[src/rtl/fifo_flow_ctrl.sv]
// Synchronous FIFO with programmable almost-full/almost-empty flags, hysteretic
// upstream pause, sticky overflow/underflow reporting and a registered read port.
module fifo_flow_ctrl #(
  parameter int DATA_SIZE = 6,
  parameter int ADDR_SIZE = 2
) (
  input  logic                 clk,
  input  logic                 reset,
  input  logic                 push,
  input  logic                 pop,
  input  logic [DATA_SIZE-1:0] data_in,
  input  logic [ADDR_SIZE:0]   af_thresh,
  input  logic [ADDR_SIZE:0]   ae_thresh,
  input  logic                 err_clr,
  output logic [DATA_SIZE-1:0] data_out,
  output logic                 valid_out,
  output logic [ADDR_SIZE:0]   data_count,
  output logic                 empty,
  output logic                 full,
  output logic                 almost_empty,
  output logic                 almost_full,
  output logic                 pause,
  output logic [1:0]           error
);

  localparam int DEPTH = 1 << ADDR_SIZE;
  localparam logic [ADDR_SIZE:0] DEPTH_CNT = (ADDR_SIZE+1)'(DEPTH);

  logic [DATA_SIZE-1:0] mem_q [DEPTH];

  logic [ADDR_SIZE-1:0] wr_ptr_q, wr_ptr_d;
  logic [ADDR_SIZE-1:0] rd_ptr_q, rd_ptr_d;
  logic [ADDR_SIZE:0]   count_q, count_d;
  logic [DATA_SIZE-1:0] data_out_q, data_out_d;
  logic                 valid_q, valid_d;
  logic                 empty_q, empty_d;
  logic                 full_q, full_d;
  logic                 aempty_q, aempty_d;
  logic                 afull_q, afull_d;
  logic                 pause_q, pause_d;
  logic [1:0]           error_q, error_d;
  logic                 push_ok, pop_ok;

  always_comb begin
    pop_ok  = pop && (count_q != '0);
    // A pop in the same cycle frees the slot, so push on full still succeeds.
    push_ok = push && ((count_q != DEPTH_CNT) || pop_ok);

    wr_ptr_d   = push_ok ? wr_ptr_q + 1'b1 : wr_ptr_q;
    rd_ptr_d   = pop_ok  ? rd_ptr_q + 1'b1 : rd_ptr_q;
    count_d    = count_q + {{ADDR_SIZE{1'b0}}, push_ok} - {{ADDR_SIZE{1'b0}}, pop_ok};
    data_out_d = pop_ok ? mem_q[rd_ptr_q] : data_out_q;
    valid_d    = pop_ok;

    // A fresh error in the clearing cycle keeps its bit set.
    error_d[0] = (push && !push_ok) || (error_q[0] && !err_clr);
    error_d[1] = (pop && !pop_ok)   || (error_q[1] && !err_clr);

    empty_d  = (count_d == '0);
    full_d   = (count_d == DEPTH_CNT);
    afull_d  = (count_d >= af_thresh);
    aempty_d = (count_d <= ae_thresh) && (count_d != '0);

    // Set has priority so a misprogrammed af <= ae still asserts pause.
    pause_d = pause_q;
    if (count_d >= af_thresh)
      pause_d = 1'b1;
    else if (count_d <= ae_thresh)
      pause_d = 1'b0;
  end

  always_ff @(posedge clk) begin
    if (push_ok)
      mem_q[wr_ptr_q] <= data_in;
  end

  always_ff @(posedge clk or posedge reset) begin
    if (reset) begin
      wr_ptr_q   <= '0;
      rd_ptr_q   <= '0;
      count_q    <= '0;
      data_out_q <= '0;
      valid_q    <= 1'b0;
      empty_q    <= 1'b1;
      full_q     <= 1'b0;
      aempty_q   <= 1'b0;
      afull_q    <= 1'b0;
      pause_q    <= 1'b0;
      error_q    <= 2'b00;
    end else begin
      wr_ptr_q   <= wr_ptr_d;
      rd_ptr_q   <= rd_ptr_d;
      count_q    <= count_d;
      data_out_q <= data_out_d;
      valid_q    <= valid_d;
      empty_q    <= empty_d;
      full_q     <= full_d;
      aempty_q   <= aempty_d;
      afull_q    <= afull_d;
      pause_q    <= pause_d;
      error_q    <= error_d;
    end
  end

  assign data_out     = data_out_q;
  assign valid_out    = valid_q;
  assign data_count   = count_q;
  assign empty        = empty_q;
  assign full         = full_q;
  assign almost_empty = aempty_q;
  assign almost_full  = afull_q;
  assign pause        = pause_q;
  assign error        = error_q;

endmodule

[config.mk]
export PLATFORM = sky130hd
export DESIGN_NAME = fifo_flow_ctrl
export DESIGN_NICKNAME = d
export VERILOG_FILES = /design/src/rtl/fifo_flow_ctrl.sv
export SDC_FILE = /design/constraint.sdc
export NUM_CORES = 1
export LEC_CHECK = 0
export ABC_AREA = 1
export CAP_MARGIN = 5
export CORE_ASPECT_RATIO = 2
export CORE_MARGIN = 1
export CORE_UTILIZATION = 50
export CTS_BUF_LIST = sky130_fd_sc_hd__clkbuf_4 sky130_fd_sc_hd__clkbuf_8
export CTS_CLUSTER_SIZE = 8
export DETAILED_ROUTE_END_ITERATION = 10
export PLACE_DENSITY = 0.77
export SLEW_MARGIN = 20
export SYNTH_ARGS = -nofsm -noshare
export SYNTH_HDL_FRONTEND = slang
export SYNTH_SLANG_ARGS = --single-unit
[constraint.sdc]
create_clock -name clk -period 3.55 [get_ports clk]
set_clock_uncertainty 0.1 [all_clocks]
set_input_delay 0.71 -clock clk [delete_from_list [all_inputs] [get_ports clk]]
set_output_delay 0.71 -clock clk [all_outputs]
set_load 0.02 [all_outputs]
==> metrics <==
Worst-path clk slew=0.08 ns; first-pass GRT wire length=6113 um; hold buffers post-CTS=0; switching share of power=38.38%; M3 GR Usage=3.704%; clock network power share=17.2%; sequential power share=37.8%; TritonCTS Buffers=5; sequential cell area=1247 um^2; Worst Hold Class=reg -> reg; Ant. Diodes=0; multi-input logic area=625.6 um^2; pwr dens=851.4 nW/um^2; Crit Path Max Fanout=3; Non-Filler Instances=304; port bufs=33; Ports=34; most common cell after layout, fill and taps aside=nand2_1; Cells after DPL=296; CP required=3.64 ns; Initial Util=52.61%; Worst path most repeated cell=nand2_1; crit path launch type=primary input; Resize count post-CTS=0; CTS Sinks=45; endpoints failing hold=0; Mapped Nets=241; worst-path cell chain=clkdlybuf4s50_1, inv_1, nand3_1, nand2_2, ha_1, inv_1, ha_1, fa_1, nand2_1, nand2_1, ha_1, nand2_1, o21ai_0, nand2_1, nand2_1, inv_1; slowest CP cell=clkdlybuf4s50_1; fillers=329; start of the worst register-to-register path=data_count[1]; critical path arrival=3.38 ns; fmax=304.0 MHz; worst setup margin=0.2600 ns; Detailed Route Iter0 Violations=23; Fin Hold WS=0.3792 ns; Die W=47.20 um; endpoints failing setup=0; global routing met2 resource utilization=37.73%; initial antenna violation count=0; Final ANT Viol Nets=0; vias in the first global route=1537; clk root buf=clkbuf_8; Core Region=3884 um^2; via count=1466; Max clock buf depth=2; Max-cap violations=0; Synth Warn #=0; pin count of the biggest net entering global routing=22; Seq/Total Area, Yosys=61.05%; Die H=92.40 um; Comb pwr share=44.9%; setup_tns=0 ns; Avg Inst Size Synth=9.683 um^2; final WL=3594 um; Synth Instances=211; Pwr Total=2.174 mW; fin util=65.75%; post-CTS setup repair buffer count=0; Clk Latency, worst-skew pair=0.29 ns; HP Start=data_out[5]; worst vdd ir=0.0006634 V; most frequent cells in the layout=nand2_1 (77), inv_1 (37), clkdlybuf4s50_1 (33); worst slack, placed=-0.005205 ns; internal power=1.340 mW; Die ar.=4361 um^2; Final Critical Period=3.290 ns; Psw=834.5 uW; RSZ-0062 raised after global routing=false; CP endpoint kind=flip-flop; crit-path max cell delay=0.49 ns; Slew Limit Fails=0; Design Area, Final=2554 um^2; Yosys reg bits=45; Rel. slew slack=44.01%; CTS tree=done; FF-to-FF setup slack=0.62 ns; per-cell routed wire length=11.82 um; Final GP Congestion=0.7956; busiest layer in global routing=met2; share of post-route cells with drive strength above 1=6.324%; placed cell area=2444 um^2; worst slew pin tran=0.8389 ns; via/cell ratio=4.822; 1st-pass router iterations=4; grt total ovfl=0; Setup CP Type=in -> reg; CP startpoint=pop; Nets=282; site row count=32; post-detail-place hpwl=2736 um; met1 usage=16.73%; Leak=1.248 nW; post-synthesis cell type count=19; Total GRT Usage=20.12%; area grow syn2layout=24.98%; fin crit share=92.68%; drt drc=0; H-tree Lvls=2; outcome=complete, no violations; Cell Area, Synth=2043 um^2
flip-flops by register name, summed over array words and instances, names as in the netlist:
signal and count:
mem_q 24, data_out 6, data_count 3, error 2
rd_ptr_q 2, wr_ptr_q 2, almost_empty 1, almost_full 1
empty 1, full 1, pause 1, valid_out 1
worst max-delay path, delay by kind of cell:
| family | cells | cell delay [ns] |
|---|---|---|
| AO/OA/AOI/OAI | 1 | 0.22 |
| AND/OR/NAND/NOR | 7 | 0.63 |
| adder cells (fa/ha/maj) | 4 | 1.20 |
| buffers and inverters | 4 | 0.62 |
cell usage after synthesis, drive strengths merged:
cell type | instances | area share (%)
a21oi | 2 | 0.49
clkbuf | 1 | 0.24
inv | 39 | 7.2
ha | 12 | 7.3
o22ai | 2 | 0.61
buf | 2 | 0.92
nand3 | 13 | 3.2
fa | 1 | 0.98
dfrtp | 20 | 24
edfxtp | 24 | 35
and3 | 1 | 0.31
nand2 | 79 | 15
a21boi | 1 | 0.37
nor2 | 10 | 1.8
o21ai | 3 | 0.73
dfstp | 1 | 1.3
cell type report:
| class | instances | area share, % |
|---|---|---|
| clock buffers | 6 | 2.989 |
| clock inverters | 2 | 1.323 |
| inverters | 39 | 5.732 |
| multi-input cells | 124 | 24.50 |
| flip-flops and latches | 45 | 48.85 |
| well taps | 51 | 2.499 |
| repair buffers | 37 | 14.11 |
cells by family (layout without fill, tap and decap cells):
| family | Yosys count | in the layout | synth area share (%) |
|---|---|---|---|
| compound gates | 8 | 8 | 2.204 |
| fa+ha+maj | 13 | 13 | 8.328 |
| flops | 45 | 45 | 61.05 |
| buf+inv | 42 | 84 | 8.328 |
| simple gates | 103 | 103 | 20.09 |
power by group through the flow:
stage                     combinational, mW  clock (mW)  sequential, mW
final                                 0.977       0.375           0.822
after global routing                   1.10       0.404           0.842
after CTS                             0.988       0.381           0.822
after detailed placement              0.977           0           0.832
after global placement                0.946           0           0.827
after floorplan                       0.578           0           0.894
final timing paths:
| path | to | depth (start not counted) |
|---|---|---|
| setup / recovery | almost_empty | 16 |
| hold / removal | data_out[5] | 2 |
| setup reg to reg | almost_empty | 16 |
| hold reg to reg | data_out[5] | 2 |
| max in group asynchronous | data_count[2] | 2 |
| min in group asynchronous | rd_ptr_q[0] | 2 |
routing by layer:
layer	wire length [um]	vias to the layer above
li1	-	735
met1	1193	680
met2	2155	40
met3	93	11
met4	151	0
met5	0	-
Power figures use the tool's default switching activity.
